### src/rtl/ds18b20_pkg.sv
// Shared constants, FSM encoding and record helpers for the DS18B20 ASCII formatter.
package ds18b20_pkg;

   // ASCII characters used in the record
   localparam logic [7:0] ASCII_PLUS  = 8'h2B;
   localparam logic [7:0] ASCII_MINUS = 8'h2D;
   localparam logic [7:0] ASCII_DOT   = 8'h2E;
   localparam logic [7:0] ASCII_ZERO  = 8'h30;
   localparam logic [7:0] ASCII_CR    = 8'h0D;
   localparam logic [7:0] ASCII_LF    = 8'h0A;

   // Record geometry and conversion limits
   localparam int          REC_LEN     = 11;
   localparam int          CONV_CYCLES = 14;
   localparam int          BCD_IN_W    = CONV_CYCLES;   // one input bit shifted per cycle
   localparam logic [11:0] INT_SAT     = 12'd999;
   localparam logic [13:0] FRAC_SAT    = 14'd9375;

   // FSM state encoding
   localparam logic [1:0] ST_IDLE = 2'd0;
   localparam logic [1:0] ST_CONV = 2'd1;
   localparam logic [1:0] ST_SEND = 2'd2;

   // Everything needed to render one record
   typedef struct packed {
      logic        sign;
      logic [15:0] int_bcd;    // 4 BCD digits of the integer part
      logic [15:0] frac_bcd;   // 4 BCD digits of the fraction (x 1/10000)
   } rec_fields_t;

   // Fraction nibble (1/16 steps) to ten-thousandths
   function automatic logic [13:0] frac_scale(input logic [3:0] nib);
      return 14'(nib) * 14'd625;
   endfunction

   function automatic logic [7:0] digit_char(input logic [3:0] d);
      return ASCII_ZERO + {4'b0000, d};
   endfunction

   // Byte idx of the record. A non-zero thousands digit in the integer
   // part means the magnitude is over 999 and the integer field clamps.
   function automatic logic [7:0] rec_byte(input logic [3:0] idx, input rec_fields_t f);
      logic       int_sat;
      logic [7:0] b;
      int_sat = (f.int_bcd[15:12] != 4'd0);
      b       = 8'h00;
      case (idx)
         4'd0:    b = f.sign ? ASCII_MINUS : ASCII_PLUS;
         4'd1:    b = int_sat ? digit_char(4'd9) : digit_char(f.int_bcd[11:8]);
         4'd2:    b = int_sat ? digit_char(4'd9) : digit_char(f.int_bcd[7:4]);
         4'd3:    b = int_sat ? digit_char(4'd9) : digit_char(f.int_bcd[3:0]);
         4'd4:    b = ASCII_DOT;
         4'd5:    b = digit_char(f.frac_bcd[15:12]);
         4'd6:    b = digit_char(f.frac_bcd[11:8]);
         4'd7:    b = digit_char(f.frac_bcd[7:4]);
         4'd8:    b = digit_char(f.frac_bcd[3:0]);
         4'd9:    b = ASCII_CR;
         4'd10:   b = ASCII_LF;
         default: b = 8'h00;
      endcase
      return b;
   endfunction

endpackage

### src/rtl/bin2bcd_seq.sv
// Sequential double-dabble binary-to-BCD converter, one input bit per cycle.
// start loads bin_in; done is high during the cycle in which the final
// shift happens, so bcd_out holds the full result from the next cycle on.
module bin2bcd_seq
   import ds18b20_pkg::*;
(
   input  logic                clk_main,
   input  logic                reset,
   input  logic                start,
   input  logic [BCD_IN_W-1:0] bin_in,
   output logic [15:0]         bcd_out,
   output logic                done
);

   logic [BCD_IN_W-1:0] bin_sh;
   logic [3:0]          bit_cnt;
   logic [11:0]         bcd_adj;

   // Add-3 correction on the three low digits; the thousands digit never
   // shifts into a fifth digit for inputs below 10000.
   always_comb begin
      bcd_adj = bcd_out[11:0];
      for (int i = 0; i < 3; i++) begin
         if (bcd_out[4*i +: 4] >= 4'd5)
            bcd_adj[4*i +: 4] = bcd_out[4*i +: 4] + 4'd3;
      end
   end

   // Load on start, then shift one binary bit into the BCD register per cycle
   always_ff @(posedge clk_main or negedge reset) begin
      if (!reset) begin
         bin_sh  <= '0;
         bcd_out <= '0;
         bit_cnt <= '0;
      end else if (start) begin
         bin_sh  <= bin_in;
         bcd_out <= '0;
         bit_cnt <= 4'(BCD_IN_W);
      end else if (bit_cnt != 4'd0) begin
         bcd_out <= {bcd_out[14:12], bcd_adj, bin_sh[BCD_IN_W-1]};
         bin_sh  <= {bin_sh[BCD_IN_W-2:0], 1'b0};
         bit_cnt <= bit_cnt - 4'd1;
      end
   end

   assign done = (bit_cnt == 4'd1);

endmodule

### src/rtl/ds18b20_ascii_fmt.sv
// DS18B20 temperature word to 11-byte ASCII record ("+025.0625\r\n"),
// streamed one byte at a time to the UART transmitter. One sample can be
// held pending while a record is in flight; the newest pending sample wins.
//
// Handshake: tx_valid/tx_data are registered. A byte moves on a rising edge
// with tx_valid && tx_ready; the next byte appears the following cycle.
// While tx_valid && !tx_ready, tx_data is held and tx_valid stays high.
module ds18b20_ascii_fmt
   import ds18b20_pkg::*;
(
   input  logic        clk_main,
   input  logic        reset,
   input  logic [15:0] temp_raw,
   input  logic        temp_valid,
   output logic [7:0]  tx_data,
   output logic        tx_valid,
   input  logic        tx_ready,
   output logic        busy,
   output logic [1:0]  state_dbg
);

   localparam logic [3:0] LAST_IDX = 4'(REC_LEN - 1);

   logic [1:0]          state;
   logic [1:0]          state_next;
   logic [3:0]          byte_idx;
   logic                sign_r;
   logic [15:0]         pend_data;
   logic                pend_flag;
   logic                start_conv;
   logic [15:0]         conv_src;
   logic [15:0]         mag;
   logic                int_over;
   logic [BCD_IN_W-1:0] int_in;
   logic [BCD_IN_W-1:0] frac_in;
   logic [15:0]         int_bcd;
   logic [15:0]         frac_bcd;
   logic                int_done;
   logic                frac_done;
   logic                conv_done;
   logic                last_accept;
   rec_fields_t         rec;

   assign last_accept = (state == ST_SEND) && tx_valid && tx_ready && (byte_idx == LAST_IDX);
   assign conv_done   = int_done && frac_done;
   assign rec         = {sign_r, int_bcd, frac_bcd};
   assign state_dbg   = state;

   // Pick when a conversion starts and which sample feeds it: a strobe in
   // IDLE, or at the end of a record a same-cycle strobe over the pending one.
   always_comb begin
      start_conv = 1'b0;
      conv_src   = temp_raw;
      if (state == ST_IDLE) begin
         start_conv = temp_valid;
      end else if (last_accept) begin
         start_conv = temp_valid | pend_flag;
         conv_src   = temp_valid ? temp_raw : pend_data;
      end
   end

   // Sign/magnitude split and saturation of the fraction for out-of-range values
   always_comb begin
      mag      = conv_src[15] ? (~conv_src + 16'd1) : conv_src;
      int_over = (mag[15:4] > INT_SAT);
      int_in   = {2'b00, mag[15:4]};
      frac_in  = int_over ? FRAC_SAT : frac_scale(mag[3:0]);
   end

   bin2bcd_seq u_int_bcd (
      .clk_main (clk_main),
      .reset    (reset),
      .start    (start_conv),
      .bin_in   (int_in),
      .bcd_out  (int_bcd),
      .done     (int_done)
   );

   bin2bcd_seq u_frac_bcd (
      .clk_main (clk_main),
      .reset    (reset),
      .start    (start_conv),
      .bin_in   (frac_in),
      .bcd_out  (frac_bcd),
      .done     (frac_done)
   );

   // Next-state logic
   always_comb begin
      state_next = state;
      case (state)
         ST_IDLE: if (temp_valid) state_next = ST_CONV;
         ST_CONV: if (conv_done)  state_next = ST_SEND;
         ST_SEND: if (last_accept) state_next = start_conv ? ST_CONV : ST_IDLE;
         default: state_next = ST_IDLE;
      endcase
   end

   // State, busy flag, latched sign and the registered byte stream
   always_ff @(posedge clk_main or negedge reset) begin
      if (!reset) begin
         state    <= ST_IDLE;
         busy     <= 1'b0;
         sign_r   <= 1'b0;
         tx_valid <= 1'b0;
         tx_data  <= 8'h00;
         byte_idx <= 4'd0;
      end else begin
         state <= state_next;
         busy  <= (state_next != ST_IDLE);
         if (start_conv)
            sign_r <= conv_src[15];
         if ((state == ST_CONV) && conv_done) begin
            // Sign byte only needs sign_r; the digits settle on this same edge
            tx_valid <= 1'b1;
            tx_data  <= rec_byte(4'd0, rec);
            byte_idx <= 4'd0;
         end else if ((state == ST_SEND) && tx_valid && tx_ready) begin
            if (byte_idx == LAST_IDX) begin
               tx_valid <= 1'b0;
               tx_data  <= 8'h00;
               byte_idx <= 4'd0;
            end else begin
               byte_idx <= byte_idx + 4'd1;
               tx_data  <= rec_byte(byte_idx + 4'd1, rec);
            end
         end
      end
   end

   // One-deep pending sample: strobes while busy overwrite it, a start consumes it
   always_ff @(posedge clk_main or negedge reset) begin
      if (!reset) begin
         pend_flag <= 1'b0;
         pend_data <= 16'h0000;
      end else if (start_conv) begin
         pend_flag <= 1'b0;
      end else if (temp_valid) begin
         pend_flag <= 1'b1;
         pend_data <= temp_raw;
      end
   end

endmodule

### config.mk
export PLATFORM = sky130hd
export DESIGN_NAME = ds18b20_ascii_fmt
export DESIGN_NICKNAME = d
export VERILOG_FILES = /design/src/rtl/ds18b20_pkg.sv /design/src/rtl/bin2bcd_seq.sv /design/src/rtl/ds18b20_ascii_fmt.sv
export SDC_FILE = /design/constraint.sdc
export NUM_CORES = 1
export LEC_CHECK = 0
export ABC_AREA = 1
export CORE_ASPECT_RATIO = 1.1
export CORE_MARGIN = 2
export CORE_UTILIZATION = 30
export CTS_BUF_LIST = sky130_fd_sc_hd__clkbuf_4 sky130_fd_sc_hd__clkbuf_8 sky130_fd_sc_hd__clkbuf_16
export DETAILED_ROUTE_END_ITERATION = 6
export SETUP_SLACK_MARGIN = 0.3
export SYNTH_ARGS = -nofsm -noshare
export SYNTH_HDL_FRONTEND = slang
export SYNTH_SLANG_ARGS = --single-unit
### constraint.sdc
create_clock -name clk_main -period 9 [get_ports clk_main]
set_input_delay 2.7 -clock clk_main [delete_from_list [all_inputs] [get_ports clk_main]]
set_output_delay 2.7 -clock clk_main [all_outputs]
set_load 0.05 [all_outputs]
Word level (Yosys, flattened, before mapping). Cells that the tools add are included.

Register bits after elaboration: 102. Word-level logic and storage cells: 119.

Eq/ne operators: 15. Mux-type cells: 46. Magnitude comparators: 7. Bitwise gates (word level): 2. Multiply operators: 1. Add/subtract/negate cells: 17. Reduce and logical (&&, ||, !) cells: 17.

Operator list (count): $mux W16 (8); $pmux W7 S11 (1); $mux W14 (5); $mux W4 (13); $add A6 B4 Y7 const A (7); $mux W7 (4); $add A4 B2 Y4 const B (6); $ge A4 B3 Y1 const B (6); $add A16 B1 Y16 const B (1); $eq A4 B3 Y1 const B (4); $eq A4 B4 Y1 const B (4); $mux W8 (2); $not A16 Y16 (1); $mul A4 B10 Y14 const B (1); $eq A4 B1 Y1 const B (3); $gt A12 B10 Y1 const B (1); $reduce_bool A2 Y1 (6); $reduce_bool A4 Y1 (3); $eq A4 B2 Y1 const B (2); $mux W1 (8); $sub A4 B1 Y4 const B (2); $mux W2 (3); $pmux W2 S3 (1); $logic_and A1 B1 Y1 (5); other kinds (8) (8).

Depth between registers and ports, before layout.
Depth in word-level cells: 12. Mapped depth: 29. Mapped depth without buffers: 28.

Cells and area by module. A second synthesis with hierarchy kept.

Cells, all modules: 974. Area total of the unflattened synthesis: 7068.0 um^2.

Modules (own cells, without submodules): bin2bcd_seq (area an instance 1874.3 um^2, cells each 244, instances 2); ds18b20_ascii_fmt (area an instance 3319.4 um^2, cells each 486, instances 1).

Least setup slack after synthesis. No wires, ideal clock.

Kind: input -> register. Start point: input tx_ready. End point: register u_frac_bcd.bin_sh[12]. Stages: 21. Data arrival time: 5983 ps. Path slack: 2893 ps. Path through: nand2_1 nor2_8 nand2_4 buf_6 nand2_1 nand2_2 ha_1 or3_1 nand2_1 ha_1 inv_1 ha_1 ha_1 fa_1 nand3_1 nand2_1 a21oi_1 nor2_1 xor2_1 nand2_1 nand3_1.

Longest elaborated chain between the ends: 10. Elaborated cells between the ends (all ways): 14.

RTL lines: from (decl) (line ds18b20_ascii_fmt.sv:17) `input logic tx_ready,`; $logic_and A1 B1 Y1 * (2 in a row) (line ds18b20_ascii_fmt.sv:44) `assign last_accept = (state == ST_SEND) && tx_valid && tx_ready && (byte_idx == LAST_IDX);`; $mux W16 (line ds18b20_ascii_fmt.sv:56) `end else if (last_accept) begin`; $mux W16 (line ds18b20_ascii_fmt.sv:54) `if (state == ST_IDLE) begin`; $not A16 Y16 (line ds18b20_ascii_fmt.sv:64) `mag = conv_src[15] ? (~conv_src + 16'd1) : conv_src;`; $add A16 B1 Y16 (line ds18b20_ascii_fmt.sv:64); $mux W16 (line ds18b20_ascii_fmt.sv:64); $mul A4 B10 Y14 / $gt A12 B10 Y1 (equally long branches) (line ds18b20_pkg.sv:33, ds18b20_ascii_fmt.sv:65); $mux W14 (line ds18b20_ascii_fmt.sv:67) `frac_in = int_over ? FRAC_SAT : frac_scale(mag[3:0]);`; $mux W14 (line bin2bcd_seq.sv:35) `end else if (start) begin`; to (signal assigned) (line bin2bcd_seq.sv:36) `bin_sh <= bin_in;`; to (signal assigned) (line bin2bcd_seq.sv:41) `bin_sh <= {bin_sh[BCD_IN_W-2:0], 1'b0};`; to (decl) (line bin2bcd_seq.sv:15) `logic [BCD_IN_W-1:0] bin_sh;`.

Mark *: on every way between the ends. The rest lies on a longest branch, timed or not. A chain may end at the register's enable or synchronous reset.

Worst setup path in the final report.
Start point: input tx_ready. End point: register u_frac_bcd.bin_sh[11].

Same word-level chain as after synthesis.

==> results.md <==
- HPWL after detailed placement: 10.86 mm
- Leak Pwr: ~0.0035 uW
- GRT Resource Usage Total: 0.1418
- Simple-gate area share of the yosys netlist: 0.2476
- Synth Area in Compound Gates: 0.1728
- P_sw: 777.9 uW
- Vias: 5491
- Hold slack: 0.4648 ns
- Final WL: around 15 mm
- Clock power frac: 0.221
- 1st-pass router iterations: 4
- ANT nets after route: 0
- WL/cell: between 10 and 15 um
- Number of synthesized flops with an enable pin: 0
- Post-synth top area share: 0.3918
- Post-CTS sizing: 0
- Number of global-route vias before repair: 5272
- Initial antenna violation count: 0
- Switching Share: 0.3977
- Critical path class: input pin to register
- ANT cells: 0
- Layout fillers: 2145
- GRT overflow: 0
- Num ports: 32
- Logic pwr share: 0.404
- Synth Area in Adders: 0.07367
- VDD IR-drop max: 109.8 uV
- H-tree level count: 3
- Maximum clock path buffer count: 2
- Max Slew Vio Count: 0
- Top sig layer: met4
- Wl on met1: ~7.3 mm
- Post-synthesis cell count: 838
- DRC viols: 0
- Power per cell area: about 270 nW/um^2
- Reg power frac: 0.375
- First-pass GRT wire length: 25.65 mm
- Slew HR: 0.2545
- Number of hold buffers added after CTS: 0
- Avg Cell Area, Syn: 7.621 um^2
- Mux contribution to synthesized area: 0
- Worst Hold Class: register to register
- DP Area: about 6900 um^2
- Nets: 911
- Fin worst setup slack: approximately 2.3 ns
- Core area: 20710 um^2
- Crit path capture type: register
- Max-Cap Viols: 0
- Vias/cell: 4.800
- FF+latch count, synth: 100
- Startpoint Class: input pin
- Die Span Y: around 160 um
- Postcts setup bufs: 0
- Internal power: 1178 uW
- Final setup skew: just under 0.01 ns
- Final setup violating endpoints: 0
- Syn-to-layout area delta: 13.50%
- Starting density of the core: 0.3083
- CP max FO: 28
- Final core utilization: 0.3499
- Initial DRC Count: 267
- CTS clk-pin slew, worst paths: 0.07 ns
- YS warnings: 0
- Fin crit period: 6.733 ns
- Required @ worst endpoint: 9.24 ns
- Setup tns final: 0 ns
- CTS tree: yes
- Post-synthesis xor/xnor area fraction: 0.02743
- Port bufs: 29
- Fmax achieved: 148.5 MHz
- Die W: 143.1 um
- Wire length on met3: 577 um
- Place WS: approximately 1.9 ns
- Largest family of logic cells by synthesized area: simple AND/OR/NAND/NOR gates
- Main synth FF type: dfrtp_1
- Status: finished clean
- Met2 Wirelength: 7.007 mm
- Worst Tran Pin Value: 1.110 ns
- Post-synthesis sequential area ratio: 0.3918
- Routability cong.: 0.8636
- Synth top area cells: dfrtp_1 39%, nand2_1 11%, o21ai_0 8.1%, ha_1 7.1%, inv_1 5.9%
- CP arrival: ~7.0 ns
- Leading area contributor after synthesis: dfrtp_1
- Fin. Hold Viols: 0
- CTS Buf Count: 9
- RSZ-0062 raised after global routing: no
- Worst-Skew Late Latency: 0.36 ns
- CTS root buffer: clkbuf_16
- Die ar.: 22470 um^2
- Share of layout cells above drive strength 1: 0.08149
- Final std cell area, no fill: 7248 um^2
- Pin count of the biggest net entering global routing: 63
- Site row count: 55
- Clock Sinks: 100
- Period utilization: 0.7481
- Synth unique cells: 47
- Synth async-reset ratio: 1.000
- Mapped Area: 6386 um^2
cell type report:
cell class	count	area (um^2)	share of cell area
Clock buffer	11	240.2	0.03314
Clock inverter	5	85.08	0.01174
Inverter	106	400.4	0.05524
Multi-Input combinational cell	603	3338	0.4606
Sequential cell	100	2502	0.3452
Tap cell	285	356.6	0.04920
Timing Repair Buffer	34	325.3	0.04488
worst paths after layout:
path | end | slack, ns | from | cells past startpoint
worst min-delay path | u_int_bcd.bin_sh[12] | 0.46 | u_int_bcd.bin_sh[11] | 2
min in group asynchronous | u_int_bcd.bcd_out[10] | 2.31 | reset | 1
worst min register to register | u_int_bcd.bin_sh[12] | 0.46 | u_int_bcd.bin_sh[11] | 2
max in group asynchronous | u_frac_bcd.bin_sh[3] | 5.48 | reset | 2
worst max-delay path | u_frac_bcd.bin_sh[11] | 2.27 | tx_ready | 27
worst max register to register | u_frac_bcd.bin_sh[11] | 4.13 | byte_idx[0] | 28
Yosys cell counts, drive strengths merged (2+ instances only):
| library cell | instances |
|---|---|
| nand2 | 211 |
| o21ai | 115 |
| inv | 106 |
| dfrtp | 100 |
| nor2 | 63 |
| nand3 | 51 |
| a21oi | 37 |
| ha | 36 |
| o22ai | 20 |
| clkbuf | 16 |
| xor2 | 15 |
| buf | 14 |
| o2111ai | 8 |
| nand4 | 7 |
| or2 | 6 |
| nor3 | 5 |
| xnor2 | 5 |
| a31oi | 3 |
| nor4 | 3 |
| o211ai | 3 |
| o221ai | 3 |
| o41ai | 2 |
power groups by stage:
| stage | combinational (uW) | sequential, uW | clock [uW] |
|---|---|---|---|
| CTS | 796 | 735 | 448 |
| detailed placement | 793 | 741 | 0 |
| floorplan | 603 | 733 | 0 |
| global route | 918 | 756 | 461 |
| global placement | 778 | 740 | 0 |
| finish | 790 | 734 | 432 |
cell usage in the layout, fill, tap and decap left out, types with 4 or more instances in the layout:
cell type and count:
xor2_1 15, nand3_2 6, buf_4 6, dfrtp_1 100
nor2_2 5, nand3_1 45, nor2_1 54, o21ai_0 103
nor3_1 5, nand2_2 13, or2_2 5, nand2_1 194
o22ai_1 20, inv_2 5, clkbuf_16 9, clkdlybuf4s50_1 28
a21oi_1 37, o21ai_1 9, nand4_1 7, o2111ai_1 8
ha_1 36, nand2_4 4, inv_1 99, xnor2_1 5
state kept, by name (all words and copies together) (netlist names), 2 cells and up:
signal,flops
u_frac_bcd.bin_sh,14
tx_data,6
u_frac_bcd.bit_cnt,4
u_frac_bcd.bcd_out,16
u_int_bcd.bit_cnt,4
state_dbg,2
u_int_bcd.bin_sh,14
u_int_bcd.bcd_out,16
pend_data,16
byte_idx,4
worst max-delay path, stage by stage:
cell and delay, ns:
clkdlybuf4s50_1 0.45, nand2_1 0.13, nor2_8 0.31, nand2_4 0.26, inv_4 0.17, nand2_2 0.08
o21ai_4 0.12, inv_2 0.19, nand2_1 0.12, xor2_1 0.19, inv_1 0.11, ha_1 0.28
inv_1 0.05, ha_1 0.17, inv_1 0.05, nand2_1 0.05, ha_1 0.28, ha_1 0.35
a21oi_1 0.15, nand2_1 0.10, a21oi_1 0.14, nor2_1 0.05, nor2_1 0.14, xnor2_1 0.13
nor2_1 0.06, nand2_1 0.05, nand3_1 0.06
routing by layer:
layer,vias to the layer above,global-route usage
met5,-,0
met4,0,0.03583
met3,18,0.03164
met2,97,0.2329
met1,2580,0.1893
li1,2796,-
cell families (layout without fill, tap and decap cells):
kind of cell	Yosys count	after routing
DFF	100	100
other	1	2
xor gates and xnor gates	20	20
and+or+nand+nor	348	348
adders and majority gates	37	37
AOI/OAI and AO/OA	196	196
buffers and inverters	136	156
stage by stage:
step / cells / total power [uW]
after floorplan: 839 / 1336
after global placement: 1128 / 1518
after detailed placement: 1128 / 1534
after CTS: 1144 / 1978
after global routing: 1144 / 2136
final: 1144 / 1956
Power figures use the tool's default switching activity.
